===== src/rtl/fir_tcdm_port_slice_pkg.sv =====
// Shared constants and helpers for the FIR TCDM per-port timing slice.
package fir_tcdm_port_slice_pkg;

   localparam int unsigned FIR_TCDM_MAX_OUTST_DEFAULT = 4;
   localparam int unsigned FIR_TCDM_RSP_REG_DEFAULT   = 1;

   // Width of a counter that must hold the values 0..max_outst inclusive.
   function automatic int unsigned fir_tcdm_cnt_width(input int unsigned max_outst);
      return $clog2(max_outst + 1);
   endfunction

endpackage


===== src/rtl/fir_tcdm_port_slice_if.sv =====
// Flattened multi-lane TCDM bus bundle (MP lanes, request + response).
//
// Handshake: a request transfers in the cycle where req and gnt are both high.
// Every transferred request (read or write) is answered by exactly one r_valid
// pulse at least one cycle later, in request order, per lane.
interface fir_tcdm_port_slice_if #(
   parameter int unsigned MP = 4,
   parameter int unsigned DW = 32,
   parameter int unsigned AW = 32,
   parameter int unsigned BW = DW / 8
);

   logic [MP-1:0]         req;
   logic [MP-1:0]         gnt;
   logic [MP-1:0][AW-1:0] add;
   logic [MP-1:0]         wen;
   logic [MP-1:0][BW-1:0] be;
   logic [MP-1:0][DW-1:0] data;
   logic [MP-1:0][DW-1:0] r_data;
   logic [MP-1:0]         r_valid;

   modport master (
      output req, add, wen, be, data,
      input  gnt, r_data, r_valid
   );

   modport slave (
      input  req, add, wen, be, data,
      output gnt, r_data, r_valid
   );

endinterface


===== src/rtl/fir_tcdm_port_slice_lane.sv =====
// One TCDM lane: 2-entry request buffer, outstanding counter with
// backpressure, sticky unexpected-response flag and response stage.
module fir_tcdm_port_slice_lane
   import fir_tcdm_port_slice_pkg::*;
#(
   parameter int unsigned DW        = 32,
   parameter int unsigned AW        = 32,
   parameter int unsigned BW        = DW / 8,
   parameter int unsigned MAX_OUTST = FIR_TCDM_MAX_OUTST_DEFAULT,
   parameter int unsigned RSP_REG   = FIR_TCDM_RSP_REG_DEFAULT
) (
   input  logic          clk_i,
   input  logic          rst_i,
   input  logic          clear_i,
   input  logic          up_req,
   output logic          up_gnt,
   input  logic [AW-1:0] up_add,
   input  logic          up_wen,
   input  logic [BW-1:0] up_be,
   input  logic [DW-1:0] up_data,
   output logic [DW-1:0] up_r_data,
   output logic          up_r_valid,
   output logic          dn_req,
   input  logic          dn_gnt,
   output logic [AW-1:0] dn_add,
   output logic          dn_wen,
   output logic [BW-1:0] dn_be,
   output logic [DW-1:0] dn_data,
   input  logic [DW-1:0] dn_r_data,
   input  logic          dn_r_valid,
   output logic          busy_o,
   output logic          err_o
);

   localparam int unsigned   CW      = fir_tcdm_cnt_width(MAX_OUTST);
   localparam logic [CW-1:0] MAX_CNT = CW'(MAX_OUTST);

   typedef struct packed {
      logic [AW-1:0] add;
      logic          wen;
      logic [BW-1:0] be;
      logic [DW-1:0] data;
   } req_t;

   req_t [1:0]    mem_q, mem_d;
   logic          wr_ptr_q, wr_ptr_d;
   logic          rd_ptr_q, rd_ptr_d;
   logic [1:0]    cnt_q, cnt_d;
   logic [CW-1:0] outst_q, outst_d;
   logic          err_q, err_d;

   logic push, pop, rsp_acc, rsp_unexp;
   req_t head;

   // Grant depends only on registered occupancy, so the upstream gnt never
   // sees the downstream gnt combinationally.
   assign up_gnt    = (cnt_q != 2'd2) & ~clear_i & ~rst_i;
   assign dn_req    = (cnt_q != 2'd0) & (outst_q < MAX_CNT) & ~clear_i & ~rst_i;
   assign push      = up_req & up_gnt;
   assign pop       = dn_req & dn_gnt;
   // A response is legal if something is in flight, or is being issued now.
   assign rsp_acc   = dn_r_valid & ((outst_q != '0) | pop);
   assign rsp_unexp = dn_r_valid & ~rsp_acc;

   assign head    = mem_q[rd_ptr_q];
   assign dn_add  = head.add;
   assign dn_wen  = head.wen;
   assign dn_be   = head.be;
   assign dn_data = head.data;

   assign busy_o = (cnt_q != 2'd0) | (outst_q != '0);
   assign err_o  = err_q;

   // Request FIFO next state; clear empties it and overrides push/pop.
   always_comb begin
      mem_d    = mem_q;
      wr_ptr_d = wr_ptr_q;
      rd_ptr_d = rd_ptr_q;
      cnt_d    = cnt_q;
      if (clear_i) begin
         wr_ptr_d = 1'b0;
         rd_ptr_d = 1'b0;
         cnt_d    = 2'd0;
      end else begin
         if (push) begin
            mem_d[wr_ptr_q] = '{add: up_add, wen: up_wen, be: up_be, data: up_data};
            wr_ptr_d        = ~wr_ptr_q;
         end
         if (pop) begin
            rd_ptr_d = ~rd_ptr_q;
         end
         case ({push, pop})
            2'b10:   cnt_d = cnt_q + 2'd1;
            2'b01:   cnt_d = cnt_q - 2'd1;
            default: cnt_d = cnt_q;
         endcase
      end
   end

   // Outstanding counter and sticky error; clear keeps in-flight accounting.
   always_comb begin
      outst_d = outst_q;
      if (pop & ~rsp_acc) begin
         outst_d = outst_q + CW'(1);
      end else if (~pop & rsp_acc) begin
         outst_d = outst_q - CW'(1);
      end
      err_d = clear_i ? 1'b0 : (err_q | rsp_unexp);
   end

   // Lane state registers.
   always_ff @(posedge clk_i or posedge rst_i) begin
      if (rst_i) begin
         mem_q    <= '0;
         wr_ptr_q <= 1'b0;
         rd_ptr_q <= 1'b0;
         cnt_q    <= 2'd0;
         outst_q  <= '0;
         err_q    <= 1'b0;
      end else begin
         mem_q    <= mem_d;
         wr_ptr_q <= wr_ptr_d;
         rd_ptr_q <= rd_ptr_d;
         cnt_q    <= cnt_d;
         outst_q  <= outst_d;
         err_q    <= err_d;
      end
   end

   if (RSP_REG != 0) begin : g_rsp_reg
      logic          r_valid_q, r_valid_d;
      logic [DW-1:0] r_data_q, r_data_d;

      // Response stage: capture only accepted responses, hold data otherwise.
      always_comb begin
         r_valid_d = rsp_acc;
         r_data_d  = rsp_acc ? dn_r_data : r_data_q;
      end

      // Response stage registers.
      always_ff @(posedge clk_i or posedge rst_i) begin
         if (rst_i) begin
            r_valid_q <= 1'b0;
            r_data_q  <= '0;
         end else begin
            r_valid_q <= r_valid_d;
            r_data_q  <= r_data_d;
         end
      end

      assign up_r_valid = r_valid_q;
      assign up_r_data  = r_data_q;
   end else begin : g_rsp_comb
      assign up_r_valid = rsp_acc;
      assign up_r_data  = dn_r_data;
   end

endmodule


===== src/rtl/fir_tcdm_port_slice.sv =====
// Per-port TCDM timing slice between the FIR HWPE and the interconnect:
// MP fully independent lanes, busy is the OR of all lanes.
module fir_tcdm_port_slice
   import fir_tcdm_port_slice_pkg::*;
#(
   parameter int unsigned MP        = 4,
   parameter int unsigned DW        = 32,
   parameter int unsigned AW        = 32,
   parameter int unsigned BW        = DW / 8,
   parameter int unsigned MAX_OUTST = FIR_TCDM_MAX_OUTST_DEFAULT,
   parameter int unsigned RSP_REG   = FIR_TCDM_RSP_REG_DEFAULT
) (
   input  logic                  clk_i,
   input  logic                  rst_i,
   input  logic                  clear_i,
   fir_tcdm_port_slice_if.slave  up,
   fir_tcdm_port_slice_if.master dn,
   output logic                  busy_o,
   output logic [MP-1:0]         err_o
);

   logic [MP-1:0] busy_lane;

   for (genvar i = 0; i < MP; i++) begin : g_lane
      fir_tcdm_port_slice_lane #(
         .DW        (DW),
         .AW        (AW),
         .BW        (BW),
         .MAX_OUTST (MAX_OUTST),
         .RSP_REG   (RSP_REG)
      ) u_lane (
         .clk_i      (clk_i),
         .rst_i      (rst_i),
         .clear_i    (clear_i),
         .up_req     (up.req[i]),
         .up_gnt     (up.gnt[i]),
         .up_add     (up.add[i]),
         .up_wen     (up.wen[i]),
         .up_be      (up.be[i]),
         .up_data    (up.data[i]),
         .up_r_data  (up.r_data[i]),
         .up_r_valid (up.r_valid[i]),
         .dn_req     (dn.req[i]),
         .dn_gnt     (dn.gnt[i]),
         .dn_add     (dn.add[i]),
         .dn_wen     (dn.wen[i]),
         .dn_be      (dn.be[i]),
         .dn_data    (dn.data[i]),
         .dn_r_data  (dn.r_data[i]),
         .dn_r_valid (dn.r_valid[i]),
         .busy_o     (busy_lane[i]),
         .err_o      (err_o[i])
      );
   end

   assign busy_o = |busy_lane;

endmodule


===== src/flat_wrapper.sv =====
// flat-port wrapper written by rule: the top's interface ports become plain ports
module fir_tcdm_port_slice_flat import fir_tcdm_port_slice_pkg::*;
#(
   parameter int unsigned MP        = 4,
   parameter int unsigned DW        = 32,
   parameter int unsigned AW        = 32,
   parameter int unsigned BW        = DW / 8,
   parameter int unsigned MAX_OUTST = FIR_TCDM_MAX_OUTST_DEFAULT,
   parameter int unsigned RSP_REG   = FIR_TCDM_RSP_REG_DEFAULT
)
  (clk_i, rst_i, clear_i, busy_o, err_o, up_req, up_add, up_wen, up_be, up_data, up_gnt, up_r_data, up_r_valid, dn_req, dn_add, dn_wen, dn_be, dn_data, dn_gnt, dn_r_data, dn_r_valid);
  fir_tcdm_port_slice_if #(.MP(MP), .DW(DW), .AW(AW), .BW(BW)) up_i ();
  fir_tcdm_port_slice_if #(.MP(MP), .DW(DW), .AW(AW), .BW(BW)) dn_i ();
  input  logic clk_i;
  input  logic rst_i;
  input  logic clear_i;
  output logic busy_o;
  output logic [MP-1:0] err_o;
  input wire logic [$bits(up_i.req)-1:0] up_req;
  input wire logic [$bits(up_i.add)-1:0] up_add;
  input wire logic [$bits(up_i.wen)-1:0] up_wen;
  input wire logic [$bits(up_i.be)-1:0] up_be;
  input wire logic [$bits(up_i.data)-1:0] up_data;
  output wire logic [$bits(up_i.gnt)-1:0] up_gnt;
  output wire logic [$bits(up_i.r_data)-1:0] up_r_data;
  output wire logic [$bits(up_i.r_valid)-1:0] up_r_valid;
  output wire logic [$bits(dn_i.req)-1:0] dn_req;
  output wire logic [$bits(dn_i.add)-1:0] dn_add;
  output wire logic [$bits(dn_i.wen)-1:0] dn_wen;
  output wire logic [$bits(dn_i.be)-1:0] dn_be;
  output wire logic [$bits(dn_i.data)-1:0] dn_data;
  input wire logic [$bits(dn_i.gnt)-1:0] dn_gnt;
  input wire logic [$bits(dn_i.r_data)-1:0] dn_r_data;
  input wire logic [$bits(dn_i.r_valid)-1:0] dn_r_valid;
  assign up_i.req = up_req;
  assign up_i.add = up_add;
  assign up_i.wen = up_wen;
  assign up_i.be = up_be;
  assign up_i.data = up_data;
  assign up_gnt = up_i.gnt;
  assign up_r_data = up_i.r_data;
  assign up_r_valid = up_i.r_valid;
  assign dn_req = dn_i.req;
  assign dn_add = dn_i.add;
  assign dn_wen = dn_i.wen;
  assign dn_be = dn_i.be;
  assign dn_data = dn_i.data;
  assign dn_i.gnt = dn_gnt;
  assign dn_i.r_data = dn_r_data;
  assign dn_i.r_valid = dn_r_valid;
  fir_tcdm_port_slice #(.MP(MP), .DW(DW), .AW(AW), .BW(BW), .MAX_OUTST(MAX_OUTST), .RSP_REG(RSP_REG)) u_core (.clk_i(clk_i), .rst_i(rst_i), .clear_i(clear_i), .up(up_i), .dn(dn_i), .busy_o(busy_o), .err_o(err_o));
endmodule

===== config.mk =====
export PLATFORM = sky130hd
export DESIGN_NAME = fir_tcdm_port_slice_flat
export DESIGN_NICKNAME = d
export VERILOG_FILES = /design/src/rtl/fir_tcdm_port_slice_pkg.sv /design/src/rtl/fir_tcdm_port_slice_if.sv /design/src/rtl/fir_tcdm_port_slice_lane.sv /design/src/rtl/fir_tcdm_port_slice.sv /design/src/flat_wrapper.sv
export SDC_FILE = /design/constraint.sdc
export NUM_CORES = 1
export LEC_CHECK = 0
export CAP_MARGIN = 20
export CORE_AREA = 2 2 329 331
export CTS_CLUSTER_DIAMETER = 40
export DETAILED_ROUTE_END_ITERATION = 8
export DIE_AREA = 0 0 331 333
export GPL_TIMING_DRIVEN = 0
export PLACE_DENSITY = 0.54
export SYNTH_ARGS = -nofsm -noshare
export SYNTH_HDL_FRONTEND = slang
export SYNTH_SLANG_ARGS = --single-unit

===== constraint.sdc =====
create_clock -name clk_i -period 79.9 [get_ports clk_i]
set_clock_uncertainty 0.05 [all_clocks]
set_input_delay 15.98 -clock clk_i [delete_from_list [all_inputs] [get_ports clk_i]]
set_output_delay 15.98 -clock clk_i [all_outputs]
set_load 0.01 [all_outputs]

## After elaboration in Yosys (flattened, before gate mapping)

Cells that the tools add are included.

- Bits in registers: 716
- Output and inout port bits: 421
- Logic and storage cells: 267

- $add $sub $neg: 16
- $lt $le $gt $ge: 16
- Equality and inequality tests: 12
- Multiplexer cells: 56
- Bitwise gates (word level): 74
- Reduce and logical (&&, ||, !) cells: 33

Operators with widths:

| cell | count |
|---|---|
| $mux W69 | 12 |
| $bwmux W138 | 4 |
| $demux W69 S1 | 4 |
| $and A1 B1 Y1 | 44 |
| $reduce_bool A2 Y1 | 16 |
| $mux W3 | 8 |
| $reduce_bool A3 Y1 | 8 |
| $mux W1 | 20 |
| $not A1 Y1 | 18 |
| $lt A1 B2 Y1 const B | 8 |
| $pmux W2 S2 | 4 |
| $add A3 B1 Y3 const B | 4 |
| $lt A3 B3 Y1 const B | 4 |
| $or A1 B1 Y1 | 12 |
| $sub A3 B1 Y3 const B | 4 |
| $add A2 B1 Y2 const B | 4 |
| $eq A2 B1 Y1 const B | 4 |
| $eq A2 B2 Y1 const B | 4 |
| $mux W2 | 4 |
| $ne A2 B2 Y1 const B | 4 |
| $reduce_and A2 Y1 | 4 |
| $sub A2 B1 Y2 const B | 4 |
| $ge A1 B1 Y1 const B | 4 |
| $logic_and A1 B1 Y1 | 4 |
| $reduce_or A4 Y1 | 1 |

## Longest topological paths before layout

- Depth after elaboration: 11
- Gate-level depth with buffers: 7
- Depth with buffers taken out: 6

## By module

Synthesis repeated with hierarchy kept, for this count alone.

- Cell total of the unflattened synthesis: 2,025
- Area total of the unflattened synthesis: 31,067.3 um^2

Modules (own cells, without submodules):

| module | instances | cells each | area each (um^2) | seq. area each (um^2) |
|---|---|---|---|---|
| fir_tcdm_port_slice_lane | 4 | 506 | 7,764.9 | 4,479.3 |
| fir_tcdm_port_slice | 1 | 1 | 7.5 | 0.0 |

## Worst setup path before layout

Ideal clock, no wire load.

- Path kind: input -> output
- From: in clear_i
- To: out dn_req[0]
- Data arrival time: 16,686 ps
- Path slack: 47,184 ps
- Stages: 4
- Buffers on the path: 2
- Path through: or2_4 -> buf_6 -> nor3_1 -> buf_4

- Longest elaborated chain between the ends: 3

Ends and longest elaborated chain:

| what | line | source |
|---|---|---|
| start, declared | flat_wrapper.sv:16 | `input logic clear_i;` |
| $not A1 Y1 (no line) | - |  |
| $and A1 B1 Y1 (2 in a row) | fir_tcdm_port_slice_lane.sv:58 | `assign dn_req = (cnt_q != 2'd0) & (outst_q < MAX_CNT) & ~clear_i & ~rst_i;` |
| end, declared | flat_wrapper.sv:27 | `output wire logic [$bits(dn_i.req)-1:0] dn_req;` |

Every way passes these cells.

## Worst setup path after layout

- From: in clear_i
- To: out dn_req[1]

Same word-level chain as after synthesis.

==> run_summary.xml <==
<?xml version="1.0" encoding="UTF-8"?>
<metrics>
  <group name="setup_path">
    <metric name="data_arrival_time_of_the_critical_path" unit="ps">18330</metric>
    <metric name="worstSetupStartpointType" unit="">input pin</metric>
    <metric name="critical_path_buf_inv_count" unit="">4</metric>
    <metric name="cp_slowest_cell" unit="">sky130_fd_sc_hd__clkdlybuf4s50_1</metric>
    <metric name="cell_depth_of_the_worst_flop_to_flop_path" unit="">6</metric>
    <metric name="crit_chain" unit="">clkdlybuf4s50_1, or2_4, buf_6, nor3_1, buf_4, clkdlybuf4s50_1</metric>
    <metric name="setup.worst_path.class" unit="">input pin to primary output</metric>
    <metric name="path_common_cell" unit="">sky130_fd_sc_hd__clkdlybuf4s50_1</metric>
    <metric name="timing.critical_path.required" unit="ps">63870</metric>
    <metric name="path_depth" unit="">6</metric>
    <metric name="critical_path.max_stage_delay" unit="ps">680</metric>
    <metric name="setup.worst_path.end_class" unit="">primary output</metric>
    <metric name="worst_path_dominant_cell_family" unit="">buffers and inverters</metric>
    <metric name="critical_path_peak_fanout" unit="">10</metric>
  </group>
  <group name="synth">
    <metric name="dominantRegCellSynth" unit="">sky130_fd_sc_hd__dfrtp_1</metric>
    <metric name="synthesis.instances" unit="">1974</metric>
    <metric name="ys_ff_latch" unit="">716</metric>
    <metric name="synth_compound_area_share" unit="%">1.28</metric>
    <metric name="synth_fp_nets" unit="">2397</metric>
    <metric name="synth_xor_area_share" unit="%">0.169</metric>
    <metric name="synthMuxAreaShare" unit="%">35.8</metric>
    <metric name="synth-edff-count" unit="">0</metric>
    <metric name="asyncSetResetFlopFracSynth" unit="%">100</metric>
    <metric name="mappedNetlistArea" unit="um^2">31000</metric>
    <metric name="synth_top_family_by_area" unit="">multiplexers</metric>
    <metric name="synthAdderAreaFrac" unit="%">0.258</metric>
    <metric name="synth_simple_gate_area_share" unit="%">2.05</metric>
    <metric name="ys_warn_count" unit="">0</metric>
    <metric name="synthesis.area_per_instance" unit="um^2">15.7</metric>
    <metric name="synth_cell_types" unit="">59</metric>
    <metric name="ys_seq_area_share" unit="%">57.8</metric>
  </group>
  <group name="sta">
    <metric name="fin_tns_setup" unit="ps">0</metric>
    <metric name="final_period_minus_worst_setup_slack" unit="ps">34360</metric>
    <metric name="setup_viol_count_final" unit="">0</metric>
    <metric name="timing_max_transition_violations_final" unit="">0</metric>
    <metric name="finalHoldViolations" unit="">0</metric>
    <metric name="max_slew.worst_pin.slew" unit="ps">946</metric>
    <metric name="max_slew_margin" unit="%">36.9</metric>
    <metric name="rsz0062_at_grt" unit="">no</metric>
    <metric name="maxClockFrequency" unit="GHz">0.0291</metric>
    <metric name="setup_ws" unit="ps">45540</metric>
    <metric name="post-route-period-util" unit="%">43.0</metric>
  </group>
  <group name="layout">
    <metric name="final_cell_mix" unit="">875 x sky130_fd_sc_hd__mux2_2, 837 x sky130_fd_sc_hd__clkdlybuf4s50_1, 716 x sky130_fd_sc_hd__dfrtp_1</metric>
    <metric name="mostFrequentLayoutCell" unit="">sky130_fd_sc_hd__mux2_2</metric>
    <metric name="number_of_fillers_in_the_final_layout" unit="">9734</metric>
    <metric name="design.final.nets" unit="">3376</metric>
    <metric name="area_growth_syn_to_layout" unit="%">48.6</metric>
    <metric name="final_layout_size_suffix_gt1_share" unit="%">42.5</metric>
    <metric name="final_cell_count_no_fill" unit="">4469</metric>
  </group>
  <group name="die">
    <metric name="num_io_pins" unit="">840</metric>
    <metric name="core" unit="um^2">107000</metric>
    <metric name="placementRows" unit="">120</metric>
    <metric name="initial_utilization" unit="%">29.1</metric>
    <metric name="die_x" unit="um">331</metric>
    <metric name="fp.dieArea" unit="um^2">110000</metric>
    <metric name="fp.dieH" unit="um">333</metric>
  </group>
  <group name="clock_network">
    <metric name="clk-insertion-delay-late" unit="ps">710</metric>
    <metric name="cts_tree" unit="">done</metric>
    <metric name="setup_bufs_post_cts" unit="">0</metric>
    <metric name="cts-htree-levels" unit="">4</metric>
    <metric name="max-clock-path-buffers" unit="">3</metric>
    <metric name="holdBufCountCts" unit="">0</metric>
    <metric name="cts-resized-gates" unit="">0</metric>
    <metric name="tritoncts.num_buffers" unit="">134</metric>
    <metric name="clock_tree_root" unit="">sky130_fd_sc_hd__clkbuf_16</metric>
    <metric name="cts.clk_slew.worst_paths" unit="ps">40</metric>
    <metric name="cts_num_sinks" unit="">716</metric>
  </group>
  <group name="drt">
    <metric name="vias_per_cell" unit="">4.56</metric>
    <metric name="detailedRoute.firstIterationViolations" unit="">535</metric>
    <metric name="postRouteWirelength" unit="um">96700</metric>
    <metric name="drc" unit="">0</metric>
    <metric name="first_pass_iters" unit="">4</metric>
    <metric name="routed_wire_length_per_instance" unit="um">21.6</metric>
    <metric name="final_antenna_net_count" unit="">0</metric>
    <metric name="vias" unit="">20400</metric>
  </group>
  <group name="global_route">
    <metric name="globalRoute.totalOverflow" unit="">0</metric>
    <metric name="grt_util_all_layers" unit="%">17.4</metric>
    <metric name="grt_pass1_wl" unit="um">144000</metric>
    <metric name="first_global_vias" unit="">23000</metric>
    <metric name="initial_antenna_violation_count" unit="">22</metric>
    <metric name="grt_start_max_net_pins" unit="">132</metric>
  </group>
  <group name="pwr">
    <metric name="power_density" unit="nW/um^2">32.4</metric>
    <metric name="static-leakage-power" unit="uW">0.0196</metric>
    <metric name="irDropWorstVdd" unit="V">0.0000209</metric>
  </group>
  <group name="placement">
    <metric name="post-place-cells" unit="">4220</metric>
    <metric name="dp_worst_setup_slack" unit="ps">45580</metric>
    <metric name="post-dp-hpwl" unit="um">72400</metric>
    <metric name="gp_congestion" unit="">0.835</metric>
    <metric name="io_buffer_count" unit="">837</metric>
  </group>
  <group name="worst_hold_path">
    <metric name="hold_class" unit="">flop to flop</metric>
    <metric name="timing.hold.worst_path_depth" unit="">1</metric>
  </group>
  <group name="run_status">
    <metric name="run_status" unit="">finished clean</metric>
  </group>
  <group name="job">
    <metric name="cap_viol_max_count" unit="">0</metric>
  </group>
</metrics>
==> power breakdown <==
| part | switching (uW) | internal [uW] |
|---|---|---|
| clock | 194 | 400 |
| sequential | 51.3 | 463 |
| combinational | 145 | 240 |
| total | 390 | 1100 |
==> worst paths after layout <==
check,startpoint,endpoint,slack (ps)
worst max register to register,u_core.g_lane[0].u_lane.outst_q[2],u_core.g_lane[0].u_lane.outst_q[2],77340
worst max-delay path,clear_i,dn_req[1],45540
max in group asynchronous,rst_i,u_core.g_lane[2].u_lane.mem_q[114],61540
worst min register to register,u_core.g_lane[0].u_lane.up_r_data[7],u_core.g_lane[0].u_lane.up_r_data[7],430
min in group asynchronous,rst_i,u_core.g_lane[2].u_lane.cnt_q[0],16470
worst min-delay path,u_core.g_lane[0].u_lane.up_r_data[7],u_core.g_lane[0].u_lane.up_r_data[7],430
==> state kept, by name (all words and copies together), names as in the netlist <==
| name | count |
|---|---|
| u_core.g_lane.u_lane.cnt_q | 8 |
| u_core.g_lane.u_lane.err_o | 4 |
| u_core.g_lane.u_lane.mem_q | 552 |
| u_core.g_lane.u_lane.outst_q | 12 |
| u_core.g_lane.u_lane.rd_ptr_q | 4 |
| u_core.g_lane.u_lane.up_r_data | 128 |
| u_core.g_lane.u_lane.up_r_valid | 4 |
| u_core.g_lane.u_lane.wr_ptr_q | 4 |
==> cell usage after synthesis, types with 4 or more instances <==
cell,count,share of area (%)
sky130_fd_sc_hd__buf_6,26,0.94
sky130_fd_sc_hd__nand2b_1,7,0.14
sky130_fd_sc_hd__buf_2,41,0.66
sky130_fd_sc_hd__dfrtp_1,716,58
sky130_fd_sc_hd__mux2_4,72,3.5
sky130_fd_sc_hd__or3_1,6,0.12
sky130_fd_sc_hd__nand3_1,5,0.081
sky130_fd_sc_hd__buf_4,23,0.56
sky130_fd_sc_hd__nor2_1,18,0.22
sky130_fd_sc_hd__nand3_2,4,0.13
sky130_fd_sc_hd__mux2_2,875,32
sky130_fd_sc_hd__clkbuf_1,34,0.41
sky130_fd_sc_hd__mux2_1,13,0.47
sky130_fd_sc_hd__a31oi_1,4,0.081
sky130_fd_sc_hd__a21oi_1,13,0.21
sky130_fd_sc_hd__inv_1,8,0.097
sky130_fd_sc_hd__fa_1,4,0.26
sky130_fd_sc_hd__nor2b_1,8,0.16
sky130_fd_sc_hd__o21ai_0,17,0.27
sky130_fd_sc_hd__nand2_1,4,0.048
sky130_fd_sc_hd__nor3_1,9,0.15
==> kinds of logic (layout without fill, tap and decap cells) <==
kind of cell	after synthesis	count (layout)
mux	961	961
flops	716	716
buf+inv	136	1216
simple gates	90	90
compound gates	61	61
xor+xnor	6	6
fa+ha+maj	4	4
other cells	0	12
==> through the flow <==
stage	utilization, %	total power (uW)	hold slack, ps	area [um^2]
final	43.3	1490	434	46100
after global placement	38.6	894	420	41200
after floorplan	-	702	410	31000
after detailed placement	38.8	907	428	41300
after global routing	43.2	1570	452	46100
after CTS	43.2	1520	438	46100
==> area by class of cell <==
class                      count  area (um^2)  area share [%]
clock inverter                69         1020            2.21
clock buffer                 168         3740            8.12
multi-input combinational   1122        12300            26.6
inverter                       8         37.5          0.0814
sequential                   716        17900            38.9
tap                         1403         1760            3.81
buffer                       128          815            1.77
timing repair buffer         843         8530            18.5
antenna                       12         30.0          0.0651
==> routing by layer <==
metal | vias to the layer above | GRT usage, % | routed length, um
met5 | - | 0 | 141
met2 | 614 | 30.8 | 50200
li1 | 9120 | - | -
met1 | 10500 | 18.7 | 35900
met3 | 190 | 6.23 | 7370
met4 | 22 | 6.99 | 3150
Power figures use the tool's default switching activity.
